--- src/rtl/axis_frame_sink_if.sv ---
// AXI-Stream beat bundle between a stream source and axis_frame_sink.
// The master modport drives data, strobes, valid and last, and the slave modport returns ready.
interface axis_frame_sink_if #(
    parameter int DATA_WIDTH = 32
);
    logic [DATA_WIDTH-1:0]   tdata;
    logic [DATA_WIDTH/8-1:0] tstrb;
    logic                    tvalid;
    logic                    tlast;
    logic                    tready;

    modport master (
        output tdata,
        output tstrb,
        output tvalid,
        output tlast,
        input  tready
    );

    modport slave (
        input  tdata,
        input  tstrb,
        input  tvalid,
        input  tlast,
        output tready
    );
endinterface

--- src/rtl/axis_frame_sink.sv ---
// axis_frame_sink: captures one tlast-terminated AXI-Stream frame into a
// MEM_SIZE-word buffer. It reports completion, the beat count and sticky
// overflow, and exposes a registered read port into the buffer.
// Optional feature macro: AXIS_SINK_TSTRB_EN. When it is defined, only the
// byte lanes whose tstrb bit is set are written. When it is not defined,
// tstrb is ignored and every lane is written on each accepted beat.
module axis_frame_sink #(
    parameter int MEM_SIZE   = 64,
    parameter int ADDR_WIDTH = 12,
    parameter int DATA_WIDTH = 32
) (
    input  logic                  s00_axis_aclk,
    input  logic                  s00_axis_areset,
    input  logic                  s00_axis_enable,
    input  logic                  s00_axis_clear,
    axis_frame_sink_if.slave      s00_axis,
    input  logic [ADDR_WIDTH-1:0] rd_addr,
    output logic [DATA_WIDTH-1:0] rd_data,
    output logic [ADDR_WIDTH-1:0] word_count,
    output logic                  frame_done,
    output logic                  overflow
);
    localparam int LANES  = DATA_WIDTH / 8;
    localparam int MEM_AW = (MEM_SIZE > 1) ? $clog2(MEM_SIZE) : 1;
    localparam logic [ADDR_WIDTH-1:0] MEM_SIZE_A = ADDR_WIDTH'(MEM_SIZE);

    typedef enum logic [1:0] {
        ST_IDLE    = 2'd0,
        ST_RECEIVE = 2'd1,
        ST_DONE    = 2'd2
    } state_t;

    state_t                  state_reg, state_next;
    logic                    tready_reg, tready_next;
    logic [ADDR_WIDTH-1:0]   word_count_reg, word_count_next;
    logic                    frame_done_reg, frame_done_next;
    logic                    overflow_reg, overflow_next;
    logic [DATA_WIDTH-1:0]   rd_data_reg;
    logic                    wr_en;
    logic                    mem_we;
    logic [LANES-1:0]        lane_we;
    logic [MEM_AW-1:0]       wr_addr;
    logic [ADDR_WIDTH-1:0]   count_inc;
    logic                    accept;

    logic [DATA_WIDTH-1:0]   mem [MEM_SIZE];

    assign accept    = s00_axis.tvalid & tready_reg;
    assign count_inc = word_count_reg + ADDR_WIDTH'(1);
    assign wr_addr   = word_count_reg[MEM_AW-1:0];
    // A write is never allowed to reach an address at or beyond the buffer depth.
    assign mem_we    = wr_en & (word_count_reg < MEM_SIZE_A);

    // Per-lane write enables: driven by the strobes, or all set.
    for (genvar gi = 0; gi < LANES; gi++) begin : g_lane
`ifdef AXIS_SINK_TSTRB_EN
        assign lane_we[gi] = s00_axis.tstrb[gi];
`else
        assign lane_we[gi] = 1'b1;
`endif
    end

`ifndef AXIS_SINK_TSTRB_EN
    logic unused_tstrb;
    assign unused_tstrb = ^s00_axis.tstrb;
`endif

    // State and registered status outputs. Reset discards any frame in progress.
    always_ff @(posedge s00_axis_aclk or posedge s00_axis_areset) begin
        if (s00_axis_areset) begin
            state_reg      <= ST_IDLE;
            tready_reg     <= 1'b0;
            word_count_reg <= '0;
            frame_done_reg <= 1'b0;
            overflow_reg   <= 1'b0;
        end else begin
            state_reg      <= state_next;
            tready_reg     <= tready_next;
            word_count_reg <= word_count_next;
            frame_done_reg <= frame_done_next;
            overflow_reg   <= overflow_next;
        end
    end

    // Next-state logic. clear wins over both enable and a simultaneous beat.
    always_comb begin
        state_next      = state_reg;
        tready_next     = tready_reg;
        word_count_next = word_count_reg;
        frame_done_next = frame_done_reg;
        overflow_next   = overflow_reg;
        wr_en           = 1'b0;
        case (state_reg)
            ST_IDLE: begin
                tready_next = 1'b0;
                if (s00_axis_clear) begin
                    word_count_next = '0;
                    frame_done_next = 1'b0;
                    overflow_next   = 1'b0;
                end else if (s00_axis_enable) begin
                    state_next  = ST_RECEIVE;
                    tready_next = (word_count_reg < MEM_SIZE_A);
                end
            end
            ST_RECEIVE: begin
                if (s00_axis_clear) begin
                    state_next      = ST_IDLE;
                    tready_next     = 1'b0;
                    word_count_next = '0;
                    frame_done_next = 1'b0;
                    overflow_next   = 1'b0;
                end else if (accept) begin
                    wr_en           = 1'b1;
                    word_count_next = count_inc;
                    if (s00_axis.tlast) begin
                        // tlast on the last free slot is still a clean frame.
                        state_next      = ST_DONE;
                        tready_next     = 1'b0;
                        frame_done_next = 1'b1;
                    end else if (count_inc == MEM_SIZE_A) begin
                        state_next    = ST_DONE;
                        tready_next   = 1'b0;
                        overflow_next = 1'b1;
                    end
                end
            end
            ST_DONE: begin
                tready_next = 1'b0;
                if (s00_axis_clear) begin
                    state_next      = ST_IDLE;
                    word_count_next = '0;
                    frame_done_next = 1'b0;
                    overflow_next   = 1'b0;
                end
            end
            default: begin
                state_next  = ST_IDLE;
                tready_next = 1'b0;
            end
        endcase
    end

    // Buffer write. This block has no reset so that it maps onto block RAM.
    always_ff @(posedge s00_axis_aclk) begin
        if (mem_we) begin
            for (int i = 0; i < LANES; i++) begin
                if (lane_we[i]) begin
                    mem[wr_addr][i*8 +: 8] <= s00_axis.tdata[i*8 +: 8];
                end
            end
        end
    end

    // Registered read port. A read of an address being written on the same edge returns the old word.
    always_ff @(posedge s00_axis_aclk or posedge s00_axis_areset) begin
        if (s00_axis_areset) begin
            rd_data_reg <= '0;
        end else if (rd_addr < MEM_SIZE_A) begin
            rd_data_reg <= mem[rd_addr[MEM_AW-1:0]];
        end else begin
            rd_data_reg <= '0;
        end
    end

    assign s00_axis.tready = tready_reg;
    assign rd_data         = rd_data_reg;
    assign word_count      = word_count_reg;
    assign frame_done      = frame_done_reg;
    assign overflow        = overflow_reg;
endmodule

--- src/flat_wrapper.sv ---
// flat-port wrapper written by rule: the top's interface ports become plain ports
module axis_frame_sink_flat 
#(
    parameter int MEM_SIZE   = 64,
    parameter int ADDR_WIDTH = 12,
    parameter int DATA_WIDTH = 32
)
  (s00_axis_aclk, s00_axis_areset, s00_axis_enable, s00_axis_clear, rd_addr, rd_data, word_count, frame_done, overflow, s00_axis_tdata, s00_axis_tstrb, s00_axis_tvalid, s00_axis_tlast, s00_axis_tready);
  axis_frame_sink_if #(.DATA_WIDTH(DATA_WIDTH)) s00_axis_i ();
  input  logic s00_axis_aclk;
  input  logic s00_axis_areset;
  input  logic s00_axis_enable;
  input  logic s00_axis_clear;
  input  logic [ADDR_WIDTH-1:0] rd_addr;
  output logic [DATA_WIDTH-1:0] rd_data;
  output logic [ADDR_WIDTH-1:0] word_count;
  output logic frame_done;
  output logic overflow;
  input wire logic [$bits(s00_axis_i.tdata)-1:0] s00_axis_tdata;
  input wire logic [$bits(s00_axis_i.tstrb)-1:0] s00_axis_tstrb;
  input wire logic [$bits(s00_axis_i.tvalid)-1:0] s00_axis_tvalid;
  input wire logic [$bits(s00_axis_i.tlast)-1:0] s00_axis_tlast;
  output wire logic [$bits(s00_axis_i.tready)-1:0] s00_axis_tready;
  assign s00_axis_i.tdata = s00_axis_tdata;
  assign s00_axis_i.tstrb = s00_axis_tstrb;
  assign s00_axis_i.tvalid = s00_axis_tvalid;
  assign s00_axis_i.tlast = s00_axis_tlast;
  assign s00_axis_tready = s00_axis_i.tready;
  axis_frame_sink #(.MEM_SIZE(MEM_SIZE), .ADDR_WIDTH(ADDR_WIDTH), .DATA_WIDTH(DATA_WIDTH)) u_core (.s00_axis_aclk(s00_axis_aclk), .s00_axis_areset(s00_axis_areset), .s00_axis_enable(s00_axis_enable), .s00_axis_clear(s00_axis_clear), .s00_axis(s00_axis_i), .rd_addr(rd_addr), .rd_data(rd_data), .word_count(word_count), .frame_done(frame_done), .overflow(overflow));
endmodule
--- config.mk ---
export PLATFORM = sky130hd
export DESIGN_NAME = axis_frame_sink_flat
export DESIGN_NICKNAME = d
export VERILOG_FILES = /design/src/rtl/axis_frame_sink_if.sv /design/src/rtl/axis_frame_sink.sv /design/src/flat_wrapper.sv
export SDC_FILE = /design/constraint.sdc
export NUM_CORES = 2
export LEC_CHECK = 0
export ABC_AREA = 1
export CORE_MARGIN = 2
export CORE_UTILIZATION = 26
export CTS_CLUSTER_SIZE = 40
export DETAILED_ROUTE_END_ITERATION = 12
export PLACE_DENSITY_LB_ADDON = 0.3
export SETUP_SLACK_MARGIN = 0.5
export SLEW_MARGIN = 20
export SYNTH_ARGS = -nofsm -noshare
export SYNTH_HDL_FRONTEND = slang
export SYNTH_SLANG_ARGS = --single-unit
--- constraint.sdc ---
create_clock -name s00_axis_aclk -period 6.4 [get_ports s00_axis_aclk]
set_clock_uncertainty 0.1 [all_clocks]
set_input_delay 1.28 -clock s00_axis_aclk [delete_from_list [all_inputs] [get_ports s00_axis_aclk]]
set_output_delay 1.28 -clock s00_axis_aclk [all_outputs]
set_load 0.02 [all_outputs]
# After elaboration in Yosys (flattened, before gate mapping)
# Memory sizes are Yosys's and may differ from the RTL's.
# Cells that the tools add are included.
# word_totals
reg_bits,49
output_inout_bits,47
input_bits,54
ramBits,2048
latchBits,0
mem_count,1
wordCells,67
rom_bits,0
# memory_table
name,depth,width,read_ports,rd_ports_with_merged_regs,wr,line,rtl
u_core.mem,64,32,1,0,1,axis_frame_sink.sv:46,logic [DATA_WIDTH-1:0] mem [MEM_SIZE];
# classes
n_div,0
magnitude_cmp,2
n_bitwise,2
n_addsub,1
muxes,35
reduce_logical,8
shift,0
eq_ne,12
multipliers,0
# op_table
operator,n
12-bit 2-to-1 mux,3
32-bit 2-to-1 mux,1
12-bit by 7-bit < comparator with 1-bit output (second input constant),2
12-bit one-hot mux with 2 select lines,1
1-bit 2-to-1 mux,19
2-bit 2-to-1 mux,7
12-bit by 1-bit adder with 12-bit output (second input constant),1
12-bit by 7-bit == test with 1-bit output (second input constant),1
5-bit AND reduction,2
2-bit inequality test (second input constant),3
3-bit by 2-bit inequality test with 1-bit output (second input constant),2
3-bit inequality test (second input constant),2
1-bit one-hot mux with 2 select lines,3
2-bit one-hot mux with 3 select lines,1
4-bit by 3-bit inequality test with 1-bit output (second input constant),1
4-bit AND reduction,1
3-bit AND reduction,1
1-bit AND,2
2-bit by 1-bit == test with 1-bit output (second input constant),1
2-bit == test (second input constant),1
2-bit zero test,1
2-bit by 1-bit inequality test with 1-bit output (second input constant),1
2-bit AND reduction,1
2-bit nonzero test,1
2-bit OR reduction,1

# Longest topological paths before layout
# logic_depth
depth_word,7
mapped_depth,14
ltp_nobuf,13

# Worst setup path before layout
# No wires, ideal clock.
# synth_path
path_type,input to register
from,input port s00_axis_clear
to,"memory u_core.mem[14][0], enable pin"
t_required_ns,5.879
path_buffers,0
path_stages,7
arrival_ns,3.582
setup_ns,0.421
path_slack_ns,2.296
path_cell_list,nor2_2 > nand2_2 > nor3_4 > nand2_1 > nor2_4 > nand2_1 > nor2_1
# synth_via
elab_chain_len,5
# synth_rtl
element,line,rtl
start: declaration,flat_wrapper.sv:13,input logic s00_axis_clear;
1-bit 2-to-1 mux,axis_frame_sink.sv:106,if (s00_axis_clear) begin
1-bit 2-to-1 mux,axis_frame_sink.sv:93,case (state_reg)
1-bit AND,axis_frame_sink.sv:52,assign mem_we = wr_en & (word_count_reg < MEM_SIZE_A);
1-bit 2-to-1 mux,axis_frame_sink.sv:145,if (mem_we) begin
1-bit 2-to-1 mux (not written as such),axis_frame_sink.sv:148,mem[wr_addr][i*8 +: 8] <= s00_axis.tdata[i*8 +: 8];
end: declaration,axis_frame_sink.sv:46,
# No other way between the ends.

# Final worst setup path
# layout_path
from,input port s00_axis_clear
to,"memory u_core.mem[6][26], enable pin"
# Same word-level chain as after synthesis.

==> flow_metrics.tcl <==
set metrics [dict create \
    synthCells 6911 \
    timing.setup.tns_ns 0 \
    numCtsBuffers 220 \
    setup_violations 0 \
    p_sw_frac 0.228 \
    synth_nets 6967 \
    synth_cell_type_count 35 \
    viasPerCell 4.74 \
    final_core_util 0.303 \
    clkTransAtPathRegs_ns 0.06 \
    postSynthAreaPerCell_sq_um 12.2 \
    port_buffers 96 \
    grt_pass1_wl_mm 371 \
    critPathLaunchType "input port" \
    fp.dieArea_sq_um 328000 \
    final_hold_viol_count 0 \
    max_freq_mhz 234 \
    synth_top_area_frac 0.731 \
    relSlewSlack 0.184 \
    dr.pass1.iters 8 \
    grt_pass1_vias 51900 \
    wirelength_mm 257 \
    cts_tree "yes" \
    wl_met2_mm 119 \
    maxCapViolCount 0 \
    clockRootBuffer "clkbuf_16" \
    coreArea_sq_um 321000 \
    place_area_sq_um 90400 \
    yosysWarningCount 0 \
    area_growth_pct 15.8 \
    largest_reg_flops 2048 \
    synth_top_area_cell "edfxtp_1" \
    antenna_found_initial 10 \
    dr_wl_met3_mm 16.5 \
    crit_type "input port to flip-flop" \
    start_util 0.262 \
    p_sw_mw 6.69 \
    routedWlPerCell_um 22.5 \
    cts.sinks 2097 \
    netlist_area_sq_um 84100 \
    dr.first_iter.drc_count 5611 \
    grt_max_degree 165 \
    num_rows 208 \
    routabilityCongestion 0.798 \
    grt-ovfl-total 0 \
    crit_fanout 13 \
    drive_gt1_frac 0.0847 \
    p_per_area_nw_per_um2 302 \
    drt-met1-wl_mm 113 \
    antenna_left 0 \
    pwr-share-seq 0.515 \
    die-height_um 573 \
    postCtsHoldBufs 0 \
    grt_usage 0.153 \
    clkPwrFrac 0.425 \
    drc 0 \
    finalCritPeriodShare 0.668 \
    top_layer_used "met5" \
    dp_hpwl_mm 141 \
    worst_ep_arrival_time_ns 4.71 \
    min_path_type "flip-flop to flip-flop" \
    pin_count 101 \
    fp.dieW_um 573 \
    synth.area.top_cells "edfxtp_1, nand3_1, nand2_1, buf_2, dfrtp_1" \
    power.total_mw 29.4 \
    fin_crit_ns 4.28 \
    cts_resized 0 \
    clockBufferDepth 4 \
    power_leakage_nw 33.0 \
    vias 54300 \
    irDropWorstVdd_mv 0.206 \
    drv_slew 0 \
    h-tree-depth 4 \
    fin_nets 7029 \
    rsz0062_at_grt "false" \
    pwr-share-comb 0.061 \
    post_cts_buffers 0 \
    intPower_mw 22.7 \
    clock_latency_ns 0.91 \
    run_status "complete, no violations" \
    fin_area_sq_um 97300 \
    synth_seq_area_share 0.746 \
    cp-end-kind "flip-flop" \
    fin_hold_ws_ns 0.405 \
    worst_slew_pin_slew_ns 1.22 \
    required_ns 6.84 \
    synth_seq_cells 2097 \
]
## per-layer routing
layer,track usage,vias up
met5,0,-
met4,0.0487,6
met3,0.0220,392
met2,0.246,1813
met1,0.212,27300
li1,-,24700
## worst max-delay path, stage by stage
cell and delay (ns):
clkdlybuf4s50_1 0.49, nor2_2 0.23, nand2_2 0.11, nor3_4 0.26, nand2_1 0.25, nor2_4 0.21, nand2_1 0.68, nor2_4 0.82
buf_4 0.35
## metrics by stage
step | std cells | setup WS (ns)
detailed placement | 11100 | 1.25
global route | 11400 | 1.99
CTS | 11400 | 2.17
finish | 11500 | 2.12
global placement | 11100 | 1.28
floorplan | 6911 | 2.30
## synthesized netlist by cell type, drive strengths merged
master,number
nand4,6
nand2,2068
nand3,1570
a211oi,9
edfxtp,2048
or4,1
nor3,3
nor2,306
clkbuf,96
o22ai,79
ha,2
a2bb2oi,1
buf,351
a21oi,82
inv,54
o21ai,179
dfrtp,49
o21a,6
o31ai,1
## layout make-up
type,instances,area [sq um]
Tap cell,4305,5390
Fill cell,32400,224000
Antenna cell,7,17.5
Sequential cell,2097,62700
Timing Repair Buffer,287,2670
Clock inverter,114,1090
Clock buffer,278,5810
Inverter,54,250
Multi-Input combinational cell,4313,19400
## layout by cell type, fill, tap and decap left out, drive strengths merged, types with 3 or more instances in the layout
| master | Yosys | final |
|---|---|---|
| a211oi | 9 | 9 |
| a21oi | 82 | 82 |
| buf | 351 | 229 |
| bufinv | 0 | 20 |
| clkbuf | 96 | 278 |
| clkdlybuf4s50 | 0 | 58 |
| clkinv | 0 | 91 |
| clkinvlp | 0 | 3 |
| dfrtp | 49 | 49 |
| diode | 0 | 7 |
| edfxtp | 2048 | 2048 |
| inv | 54 | 54 |
| nand2 | 2068 | 2068 |
| nand3 | 1570 | 1570 |
| nand4 | 6 | 6 |
| nor2 | 306 | 306 |
| nor3 | 3 | 3 |
| o21a | 6 | 6 |
| o21ai | 179 | 179 |
| o22ai | 79 | 79 |
## power groups by stage
| stage | sequential (mW) | clock [mW] | combinational, mW |
|---|---|---|---|
| 2_1_floorplan | 15.4 | 0 | 0.949 |
| 3_3_place_gp | 15.4 | 0 | 1.78 |
| 3_5_place_dp | 15.4 | 0 | 1.79 |
| 4_1_cts | 15.1 | 12.7 | 1.80 |
| 5_1_grt | 15.1 | 13.2 | 1.94 |
| 6_report | 15.1 | 12.5 | 1.78 |
## cell families after synthesis
kind of cell | Yosys count | share of synthesized area
simple gates | 3954 | 0.201
flops | 2097 | 0.746
compound gates | 357 | 0.0232
buf+inv | 501 | 0.0293
fa+ha+maj | 2 | 0.000298
## worst paths after layout
path,start,endpoint,slack [ns],depth (start not counted)
max in group asynchronous,s00_axis_areset,u_core.rd_data[19]$_DFF_PP0_,4.62,4
min in group asynchronous,s00_axis_areset,u_core.overflow$_DFFE_PP0P_,0.58,2
worst min-delay path,u_core.overflow$_DFFE_PP0P_,u_core.overflow$_DFFE_PP0P_,0.40,2
worst max-delay path,s00_axis_clear,u_core.mem[6][26]$_DFFE_PP_,2.12,9
worst max register to register,u_core.word_count[9]$_DFFE_PP0P_,u_core.mem[6][26]$_DFFE_PP_,2.50,8
worst min register to register,u_core.overflow$_DFFE_PP0P_,u_core.overflow$_DFFE_PP0P_,0.40,2
No activity file was read; power rests on OpenSTA's default activity.
